File: src/rtl/mips_pkg.sv
// Shared definitions for the MIPS front end: address width, default reset
// vector and the fetch-unit state encoding.
package mips_pkg;

  localparam int ADDR_W = 32;
  localparam logic [31:0] DEFAULT_RESET_VECTOR = 32'h0000_0000;

  typedef enum logic [1:0] {
    FETCH = 2'd0,
    HOLD  = 2'd1,
    DROP  = 2'd2
  } fetch_state_t;

endpackage

File: src/rtl/fetch_skid_buf.sv
// One-entry skid buffer holding a fetched word and its pc while the
// downstream stage is stalled.
module fetch_skid_buf #(
  parameter int ADDR_W = mips_pkg::ADDR_W
) (
  input  logic              clk,
  input  logic              rst,
  input  logic              load,
  input  logic              unload,
  input  logic              clear,
  input  logic [31:0]       in_data,
  input  logic [ADDR_W-1:0] in_pc,
  output logic              full,
  output logic [31:0]       data,
  output logic [ADDR_W-1:0] pc
);

  always_ff @(posedge clk or posedge rst) begin
    if (rst) begin
      full <= 1'b0;
      data <= '0;
      pc   <= '0;
    end else begin
      if (clear || unload)
        full <= 1'b0;
      else if (load)
        full <= 1'b1;
      if (load) begin
        data <= in_data;
        pc   <= in_pc;
      end
    end
  end

endmodule

File: src/rtl/fetch_unit.sv
// Instruction fetch unit: one fetch per cycle, skid entry for downstream
// stalls, and redirect handling that waits out a stale open request.
module fetch_unit #(
  parameter int                ADDR_W       = mips_pkg::ADDR_W,
  parameter logic [ADDR_W-1:0] RESET_VECTOR = mips_pkg::DEFAULT_RESET_VECTOR
) (
  input  logic              clk,
  input  logic              rst,
  input  logic              jump,
  input  logic [ADDR_W-1:0] jump_target,
  input  logic              stall,
  output logic              imem_req,
  output logic [ADDR_W-1:0] imem_addr,
  input  logic              imem_ack,
  input  logic [31:0]       imem_rdata,
  output logic              if_valid,
  output logic [31:0]       if_instr,
  output logic [ADDR_W-1:0] if_pc,
  output logic [ADDR_W-1:0] if_pc_plus4
);

  import mips_pkg::*;

  fetch_state_t      state, state_n;
  logic [ADDR_W-1:0] pc, pc_n, stale_addr, stale_n, target;
  logic              xfer, load_mem, load_skid, retire;
  logic              skid_load, skid_unload, skid_clear, skid_full;
  logic [31:0]       skid_data;
  logic [ADDR_W-1:0] skid_pc;

  // In DROP the stale address stays on the bus while pc already holds the target.
  assign target    = jump_target & ~ADDR_W'(3);
  assign imem_req  = !rst && (state != HOLD);
  assign imem_addr = (state == DROP) ? stale_addr : pc;
  assign xfer      = imem_req && imem_ack;

  always_ff @(posedge clk or posedge rst) begin
    if (rst) begin
      state      <= FETCH;
      pc         <= RESET_VECTOR;
      stale_addr <= '0;
    end else begin
      state      <= state_n;
      pc         <= pc_n;
      stale_addr <= stale_n;
    end
  end

  always_comb begin
    state_n     = state;
    pc_n        = pc;
    stale_n     = stale_addr;
    load_mem    = 1'b0;
    load_skid   = 1'b0;
    retire      = 1'b0;
    skid_load   = 1'b0;
    skid_unload = 1'b0;
    skid_clear  = 1'b0;
    if (jump) begin
      // Jump beats stall; an unacked open request must finish before redirecting.
      pc_n       = target;
      skid_clear = 1'b1;
      retire     = 1'b1;
      if (state != HOLD && !imem_ack) begin
        state_n = DROP;
        if (state == FETCH)
          stale_n = pc;
      end else begin
        state_n = FETCH;
      end
    end else begin
      case (state)
        FETCH: begin
          if (xfer) begin
            pc_n = pc + ADDR_W'(4);
            if (!if_valid || !stall) begin
              load_mem = 1'b1;
            end else begin
              skid_load = 1'b1;
              state_n   = HOLD;
            end
          end else if (if_valid && !stall) begin
            retire = 1'b1;
          end
        end
        HOLD: begin
          if (!stall && skid_full) begin
            load_skid   = 1'b1;
            skid_unload = 1'b1;
            state_n     = FETCH;
          end
        end
        DROP: begin
          if (imem_ack)
            state_n = FETCH;
          if (if_valid && !stall)
            retire = 1'b1;
        end
        default: state_n = FETCH;
      endcase
    end
  end

  always_ff @(posedge clk or posedge rst) begin
    if (rst) begin
      if_valid    <= 1'b0;
      if_instr    <= '0;
      if_pc       <= '0;
      if_pc_plus4 <= '0;
    end else if (load_mem) begin
      if_valid    <= 1'b1;
      if_instr    <= imem_rdata;
      if_pc       <= imem_addr;
      if_pc_plus4 <= imem_addr + ADDR_W'(4);
    end else if (load_skid) begin
      if_valid    <= 1'b1;
      if_instr    <= skid_data;
      if_pc       <= skid_pc;
      if_pc_plus4 <= skid_pc + ADDR_W'(4);
    end else if (retire) begin
      if_valid    <= 1'b0;
    end
  end

  fetch_skid_buf #(.ADDR_W(ADDR_W)) u_skid (
    .clk     (clk),
    .rst     (rst),
    .load    (skid_load),
    .unload  (skid_unload),
    .clear   (skid_clear),
    .in_data (imem_rdata),
    .in_pc   (imem_addr),
    .full    (skid_full),
    .data    (skid_data),
    .pc      (skid_pc)
  );

endmodule

File: config.mk
export PLATFORM = sky130hd
export DESIGN_NAME = fetch_unit
export DESIGN_NICKNAME = d
export VERILOG_FILES = /design/src/rtl/mips_pkg.sv /design/src/rtl/fetch_skid_buf.sv /design/src/rtl/fetch_unit.sv
export SDC_FILE = /design/constraint.sdc
export NUM_CORES = 1
export LEC_CHECK = 0
export BUFFER_PORTS_ARGS = -buffer_cell sky130_fd_sc_hd__buf_4
export CAP_MARGIN = 30
export CORE_UTILIZATION = 53
export DETAILED_ROUTE_END_ITERATION = 10
export PLACE_DENSITY = 0.83
export SYNTH_ARGS = -nofsm -noshare
export SYNTH_HDL_FRONTEND = slang
export SYNTH_SLANG_ARGS = --single-unit
File: constraint.sdc
create_clock -name clk -period 10.01 [get_ports clk]
set_input_delay 1.5015 -clock clk [delete_from_list [all_inputs] [get_ports clk]]
set_output_delay 1.5015 -clock clk [all_outputs]
set_load 0.01 [all_outputs]
==> results.json, run 1 <==
{
  "layout_commonest_cell": "nand2_1",
  "final_nets": 1298,
  "synth_cell_types": 61,
  "fp.dieW_um": 144,
  "fmax_mhz": 213,
  "area_growth_pct": 22.4,
  "h-tree-depth": 1,
  "cp_max_fo": 69,
  "syn_inst": 1064,
  "numCtsBuffers": 24,
  "power_density_nw_per_um2": 203,
  "cts.hold.buffers_added": 0,
  "worstMarginPinSlew_ns": 0.979,
  "routed_wirelength_um": 27500,
  "grt_max_degree": 144,
  "pwr-share-comb": 0.227,
  "holdWs_ns": 0.472,
  "drtIter0Drc": 537,
  "synthArstFlopShare": 1.00,
  "dpl_worst_slack_ns": 4.85,
  "r2r_cells": 10,
  "critPathRequiredTime_ns": 10.45,
  "fp.dieH_um": 144,
  "fillers": 1553,
  "cts.path.max_buffers": 3,
  "peakVddDrop_v": 0.000122,
  "synth_area_um2": 10700,
  "first_pass_iters": 5,
  "gp_congestion": 0.873,
  "rsz0062_at_grt": "false",
  "r2r_end": "if_pc_plus4[30]",
  "clock_latency_ns": 0.51,
  "cts_tree": "done",
  "setup_slack_ns": 5.32,
  "crit_path_end": "if_pc_plus4[29]",
  "ctsResizeCount": 0,
  "setup_viol": 0,
  "p_int_uw": 1880,
  "cts_num_sinks": 218,
  "drv_slew": 0,
  "grt_pass1_wl_um": 43500,
  "cp-end-kind": "flip-flop",
  "reg2reg_slack_ns": 6.00,
  "hp-class": "flip-flop to flip-flop",
  "yosys_warnings": 0,
  "power.total_uw": 2660,
  "cts_root_buf": "clkbuf_16",
  "num_rows": 51,
  "outcome": "finished clean",
  "via_per_inst": 5.79,
  "p_switching_uw": 785,
  "final_cell_mix": "nand2_1, dfrtp_1, buf_4, mux2_2, o21ai_0",
  "portBuffers": 190,
  "avgSynthCellArea_um2": 10.1,
  "r2r-start": "state[0]",
  "die-area_um2": 20800,
  "dp_hpwl_um": 18500,
  "routedWlPerCell_um": 18.2,
  "drc": 0,
  "drtAntennaViolNets": 0,
  "hold_viol_final": 0,
  "path_clk_slew_ns": 0.06,
  "start_util": 0.546,
  "cts_setup_buffers": 0,
  "fp.coreArea_um2": 19700,
  "ios": 199,
  "overflow": 0,
  "grtUsageTotal": 0.266,
  "vias": 8742,
  "finalCritPeriodShare": 0.469,
  "switching_share": 0.295,
  "power_frac_seq": 0.438,
  "pwr-share-clk": 0.334,
  "grt_pass1_vias": 8514,
  "finalSetupTns_ns": 0,
  "grt_antenna_before_repair": 0,
  "max_cap_viol_count": 0,
  "start_kind": "input pin",
  "maxSlewHeadroom": 0.347,
  "ys_ff_latch": 218,
  "antenna_cells": 0,
  "clock_skew_ns": 0.00875,
  "finalCriticalPeriod_ns": 4.69,
  "synth-edff-count": 0,
  "startpoint": "jump",
  "drive_above_1_share": 0.295,
  "yosysSeqAreaShare": 0.508,
  "crit_arrival_ns": 5.14,
  "setup.worst_path.class": "input pin to flip-flop",
  "synth_flop_cell": "dfrtp_1",
  "p_leak_uw": 0.00622
}
cell type report:
type                       count  area, um^2  area share
sequential                   218        5460       0.415
multi-input combinational    766        4930       0.376
clock buffer                  38         785      0.0597
tap                          265         332      0.0252
timing repair buffer         202        1540       0.117
clock inverter                 6        33.8     0.00257
inverter                      15        63.8     0.00486
how the worst min path moves through the flow:
stage                         startpoint            to  slack, ns  depth (start not counted)
final                        if_instr[5]   if_instr[5]       0.47                          2
after global routing         if_instr[5]   if_instr[5]       0.50                          2
after CTS                    if_instr[8]   if_instr[8]       0.48                          2
after detailed placement    if_instr[14]  if_instr[14]       0.46                          2
after global placement      if_instr[19]  if_instr[19]       0.46                          2
after floorplan           u_skid.data[0]   if_instr[0]       0.46                          2
critical path, cell delays in order:
cell and delay, ns:
buf_4 0.30, a21oi_1 0.57, and2_2 0.50, buf_4 0.63
o2111ai_1 0.40, a211oi_2 0.37, nand3_2 0.17, or4_1 0.56
nand3_1 0.10
registers in the layout (all words and copies together), names as in the netlist:
signal and count:
if_valid 1, if_pc_plus4 30, u_skid.data 32, stale_addr 30, pc 30, if_instr 32
u_skid.full 1, u_skid.pc 30, state 2, if_pc 30
power by group through the flow:
stage                     clock network, uW  logic [uW]  registers [uW]
after detailed placement                  0         605            1180
final                                   891         605            1170
after floorplan                           0         288            1190
after global routing                    934         662            1190
after global placement                    0         591            1170
after CTS                               901         609            1170
cell families (layout without fill, tap and decap cells):
family / count (synthesis) / in the layout / share of synthesized area
compound gates: 195 / 195 / 0.115
other cells: 1 / 6 / 0.000349
fa+ha+maj: 2 / 2 / 0.00233
xor+xnor: 56 / 56 / 0.0457
simple gates: 372 / 372 / 0.154
flops: 218 / 218 / 0.508
mux: 135 / 135 / 0.138
buf+inv: 85 / 261 / 0.0367
cell usage after synthesis, types with 23 or more instances:
master | count | share of area
dfrtp_1 | 218 | 0.51
xnor2_1 | 29 | 0.024
a31oi_1 | 23 | 0.013
mux2_2 | 103 | 0.11
clkbuf_1 | 40 | 0.014
a22oi_1 | 33 | 0.023
nand2_1 | 222 | 0.078
o21ai_0 | 68 | 0.032
nor2_1 | 56 | 0.020
mux2i_1 | 31 | 0.029
xor2_1 | 27 | 0.022
a21oi_1 | 31 | 0.014
nand3_1 | 33 | 0.015
layer usage:
layer	GRT usage	wire length [um]	vias to the layer above
met2	0.453	13800	336
li1	-	-	4018
met4	0.125	1150	0
met1	0.333	10800	4310
met5	0	0	-
met3	0.0397	1750	78
metrics by stage:
step / instances / area, um^2 / utilization
CTS: 1509 / 13100 / 0.667
floorplan: 1069 / 10800 / -
detailed placement: 1465 / 12300 / 0.626
global route: 1510 / 13100 / 0.669
global placement: 1465 / 12300 / 0.626
finish: 1510 / 13100 / 0.669
Power figures use the tool's default switching activity.
==> run 2: changes to the inputs <==
Settings changed: CORE_UTILIZATION 53 to 51.
Clock period 10.01 ns to 3.9 ns, I/O delays scaled along.
==> run 2 against run 1 <==
  * Combinational power rose to 2.6 times the previous value
  * Sequential share of layout area is 0.45 points lower
  * Flip-flop and latch count did not move
  * Via count increased by 0.27%
  * Largest power group unchanged
  * Highest routed layer unchanged
==> results.json, run 2 (synthesis results as in run 1) <==
{
  "outcome": "finished clean",
  "grt_pass1_wl_um": 45100,
  "drtIter0Drc": 626,
  "pwr-share-clk": 0.342,
  "die-area_um2": 21600,
  "setup.worst_path.class": "flip-flop to flip-flop",
  "switching_share": 0.291,
  "first_pass_iters": 8,
  "regArea_um2": 5460,
  "via_per_inst": 5.75,
  "h-tree-depth": 1,
  "ctsResizeCount": 0,
  "area_growth_pct": 23.7,
  "cp_slowest_cell": "mux2i_1",
  "cp_max_fo": 35,
  "cts_setup_buffers": 0,
  "vias": 8766,
  "grt_antenna_before_repair": 0,
  "cpPeakStageDelay_ns": 0.64,
  "routed_wirelength_um": 28100,
  "final_nets": 1309,
  "reg2reg_slack_ns": 0.32,
  "dp_hpwl_um": 19500,
  "drtAntennaViolNets": 0,
  "drive_above_1_share": 0.301,
  "overflow": 0,
  "fp.dieH_um": 147,
  "gp_congestion": 0.877,
  "antenna_cells": 0,
  "num_rows": 52,
  "drv_slew": 0,
  "critPathRequiredTime_ns": 4.25,
  "cts.hold.buffers_added": 0,
  "layout_commonest_cell": "nand2_1",
  "worstMarginPinSlew_ns": 0.785,
  "grtUsageTotal": 0.261,
  "cts.path.max_buffers": 3,
  "hold_viol_final": 0,
  "r2r_cells": 8,
  "cp_common_cell": "a21oi_1",
  "portBuffers": 190,
  "power_frac_seq": 0.431,
  "finalCriticalPeriod_ns": 3.58,
  "max_cap_viol_count": 0,
  "routedWlPerCell_um": 18.4,
  "fp.coreArea_um2": 20400,
  "multi_input_area_um2": 4940,
  "power_density_nw_per_um2": 524,
  "cts_root_buf": "clkbuf_16",
  "drc": 0,
  "pwr-share-comb": 0.227,
  "grt_pass1_vias": 8739,
  "r2r_end": "if_pc_plus4[25]",
  "fillers": 1607,
  "maxSlewHeadroom": 0.462,
  "crit_family": "multiplexers",
  "rsz0062_at_grt": "false",
  "peakVddDrop_v": 0.000368,
  "numCtsBuffers": 23,
  "p_switching_uw": 2030,
  "cts_num_sinks": 218,
  "fp.dieW_um": 147,
  "ios": 199,
  "final_cell_mix": "nand2_1, dfrtp_1, buf_4, mux2_2, o21ai_0",
  "clock_latency_ns": 0.50,
  "power.total_uw": 6960,
  "cp-end-kind": "flip-flop",
  "p_leak_uw": 0.00627,
  "cp_cell_sequence": "nand2b_2 -> buf_4 -> mux2_2 -> mux2i_1 -> a21oi_1 -> a31o_2 -> a21oi_1 -> o22ai_1",
  "reg_top3": "if_instr: 32 flops, u_skid.data: 32 flops",
  "start_util": 0.526,
  "hp-class": "input pin to asynchronous set/reset pin",
  "cts_tree": "done",
  "fmax_mhz": 279,
  "setup_viol": 0,
  "p_int_uw": 4930,
  "finalSetupTns_ns": 0,
  "clock_skew_ns": 0.00907,
  "path_clk_slew_ns": 0.06,
  "holdWs_ns": 0.0843,
  "start_kind": "flip-flop",
  "crit_arrival_ns": 3.93,
  "grt_max_degree": 77,
  "finalCritPeriodShare": 0.917,
  "crit_buf_inv": 1,
  "r2r-start": "state[0]"
}
run 2: cell count changes in the layout (fill, tap and decap cells not counted), sizes merged:
cell and change:
bufinv +5, clkbuf -11, clkinv +2, clkinvlp +2, inv -1, buf +12
run 2: cell type report:
cell class              instances  share of cell area
clock buffers                  27              0.0467
clock inverters                14              0.0154
inverters                      15             0.00452
multi-input cells             766               0.372
flip-flops and latches        218               0.411
well taps                     270              0.0254
repair buffers                214               0.126
run 2: through the flow:
stage / setup slack [ns] / utilization / area [um^2] / std cells
2_1_floorplan: 0.475 / - / 10800 / 1069
3_3_place_gp: 0.422 / 0.609 / 12400 / 1482
3_5_place_dp: 0.288 / 0.610 / 12500 / 1483
4_1_cts: 0.479 / 0.650 / 13300 / 1524
5_1_grt: 0.215 / 0.650 / 13300 / 1524
6_report: 0.322 / 0.650 / 13300 / 1524
run 2: how the worst max path moves through the flow:
stage                  start               to  slack, ns  cells after the start
finish              state[0]  if_pc_plus4[25]       0.32                      8
CTS                 state[0]    imem_addr[25]       0.48                      5
global route        state[0]  if_pc_plus4[29]       0.21                      8
floorplan                rst      if_instr[0]       0.47                      1
global placement       stall  if_pc_plus4[30]       0.42                      9
detailed placement     stall  if_pc_plus4[30]       0.29                     10
run 2: power by group through the flow:
| stage | Sequential [uW] | Combinational [uW] | Clock (uW) |
|---|---|---|---|
| after global placement | 3000 | 1530 | 0 |
| after global routing | 3050 | 1710 | 2500 |
| final | 3000 | 1580 | 2380 |
| after detailed placement | 3030 | 1580 | 0 |
| after floorplan | 3050 | 739 | 0 |
| after CTS | 2990 | 1590 | 2410 |
run 2: metal layers:
layer	vias up	share of wire	GRT usage
met5	-	0	0
met2	344	0.49	0.436
met1	4298	0.39	0.332
li1	4045	-	-
met4	0	0.046	0.124
met3	79	0.071	0.0429
==> run 3: changes to the inputs <==
Settings changed: CORE_UTILIZATION 51 to 53.
Clock period 3.9 ns to 4.1 ns, I/O delays scaled along.
==> run 3 against run 2 <==
  * Combinational power decreased by 6%
  * Final cell count shrank 0.66%
  * Global-route usage up 0.96 points
  * Critical path depth is 3 lower
  * Final area decreased by 1.1%
  * Worst hold slack got worse by 0.011 ns
  * Sequential share of layout area rose by 0.48 points
  * Flip-flop and latch count stayed put
  * Via count down 0.17%
  * Largest cell class unchanged
==> results.json, run 3 (synthesis results as in run 1) <==
{
  "outcome": "finished clean",
  "drive_above_1_share": 0.295,
  "hold_viol_final": 0,
  "dp_hpwl_um": 18800,
  "first_pass_iters": 5,
  "peakVddDrop_v": 0.000300,
  "antenna_cells": 0,
  "clock_skew_ns": 0.0190,
  "rsz0062_at_grt": "false",
  "gp_congestion": 0.898,
  "worstMarginPinSlew_ns": 0.717,
  "h-tree-depth": 1,
  "num_rows": 51,
  "cts_tree": "done",
  "finalCriticalPeriod_ns": 3.62,
  "clock_latency_ns": 0.50,
  "p_int_uw": 4480,
  "vias": 8751,
  "fp.dieH_um": 144,
  "routedWlPerCell_um": 18.3,
  "pwr-share-clk": 0.320,
  "final_nets": 1305,
  "grt_antenna_before_repair": 0,
  "ios": 199,
  "gr-usage-met3": 0.0414,
  "start_util": 0.546,
  "path_clk_slew_ns": 0.06,
  "ctsResizeCount": 0,
  "final_cell_mix": "nand2_1, dfrtp_1, buf_4, mux2_2, o21ai_0",
  "die-area_um2": 20800,
  "drc": 0,
  "setup_viol": 0,
  "grt_pass1_wl_um": 44100,
  "drtAntennaViolNets": 0,
  "cp_max_fo": 25,
  "fp.coreArea_um2": 19700,
  "max_cap_viol_count": 0,
  "routed_wirelength_um": 27700,
  "finalSetupTns_ns": 0,
  "gr-usage-met1": 0.345,
  "switching_share": 0.297,
  "cts_setup_buffers": 0,
  "grt_max_degree": 94,
  "reg_top3": "if_instr: 32 flops, u_skid.data: 32 flops",
  "fp.dieW_um": 144,
  "fmax_mhz": 276,
  "drv_slew": 0,
  "grtUsageMet2": 0.452,
  "overflow": 0,
  "cts_num_sinks": 218,
  "cts.path.max_buffers": 3,
  "cts.hold.buffers_added": 0,
  "drtIter0Drc": 632,
  "grtUsageTotal": 0.271,
  "finalCritPeriodShare": 0.882,
  "startpoint": "state[0]",
  "placed_area_um2": 12400,
  "placed_cells": 1474,
  "grt_pass1_vias": 8675,
  "p_leak_uw": 0.00621,
  "power_frac_seq": 0.447,
  "cts_root_buf": "clkbuf_16",
  "area_growth_pct": 22.3,
  "critPathRequiredTime_ns": 3.48,
  "hp-class": "input pin to asynchronous set/reset pin",
  "fin_area_um2": 13100,
  "crit_arrival_ns": 3.00,
  "numCtsBuffers": 23,
  "start_kind": "flip-flop",
  "via_per_inst": 5.78,
  "layout_commonest_cell": "nand2_1",
  "grt.busiest_layer": "met2",
  "power_density_nw_per_um2": 485,
  "p_switching_uw": 1890,
  "cp-end-kind": "output port",
  "pwr-share-comb": 0.233,
  "fin_cells": 1514,
  "setup.worst_path.class": "flip-flop to output port",
  "fillers": 1539,
  "r2r-start": "state[0]",
  "maxSlewHeadroom": 0.522,
  "final_core_util": 0.668,
  "portBuffers": 190
}
run 3: cell count changes in the layout (fill, tap and decap cells not counted), moves of 2 or more:
cell | before | now
bufinv_16 | 5 | 1
buf_4 | 209 | 207
clkbuf_1 | 1 | 4
clkinv_4 | 2 | 0
clkbuf_8 | 3 | 6
buf_12 | 5 | 3
run 3: layout make-up:
class	instances	area [um^2]	area share
flip-flops and latches	218	5460	0.415
multi-input cells	766	4930	0.376
repair buffers	210	1610	0.123
clock buffers	33	673	0.0513
well taps	265	332	0.0252
clock inverters	7	63.8	0.00486
inverters	15	60.1	0.00457
run 3: worst paths after layout:
path | to | slack, ns | cells after the start
min in group clk | state[1] | 0.28 | 2
max in group asynchronous | if_pc_plus4[3] | 3.05 | 3
setup / recovery | imem_addr[25] | 0.48 | 5
setup reg to reg | if_pc_plus4[28] | 0.57 | 9
hold reg to reg | if_instr[1] | 0.47 | 2
hold / removal | pc[10] | 0.07 | 2
run 3: power by group through the flow:
stage | clock network, uW | logic [uW] | registers, uW
2_1_floorplan | 0 | 703 | 2900
3_3_place_gp | 0 | 1450 | 2850
4_1_cts | 2070 | 1500 | 2840
5_1_grt | 2160 | 1630 | 2900
6_report | 2040 | 1490 | 2850
3_5_place_dp | 0 | 1480 | 2870
run 3: worst max-delay path: stages (launching register included):
cell      delay, ns
dfrtp_1        0.52
nand2b_2       0.55
buf_4          0.44
mux2i_1        0.60
inv_1          0.18
buf_4          0.19
run 3: per-layer routing:
layer	up-vias	wire length, um
li1	4045	-
met1	4268	11400
met2	353	13500
met3	85	1640
met4	0	1130
met5	-	0
run 3: metrics by stage:
| step | setup slack [ns] | hold WS, ns | total power (uW) |
|---|---|---|---|
| after CTS | 0.496 | 0.0640 | 6410 |
| final | 0.483 | 0.0730 | 6370 |
| after global routing | 0.341 | 0.0672 | 6680 |
| after global placement | 0.550 | 0.459 | 4300 |
| after floorplan | 0.645 | 0.458 | 3610 |
| after detailed placement | 0.449 | 0.463 | 4360 |
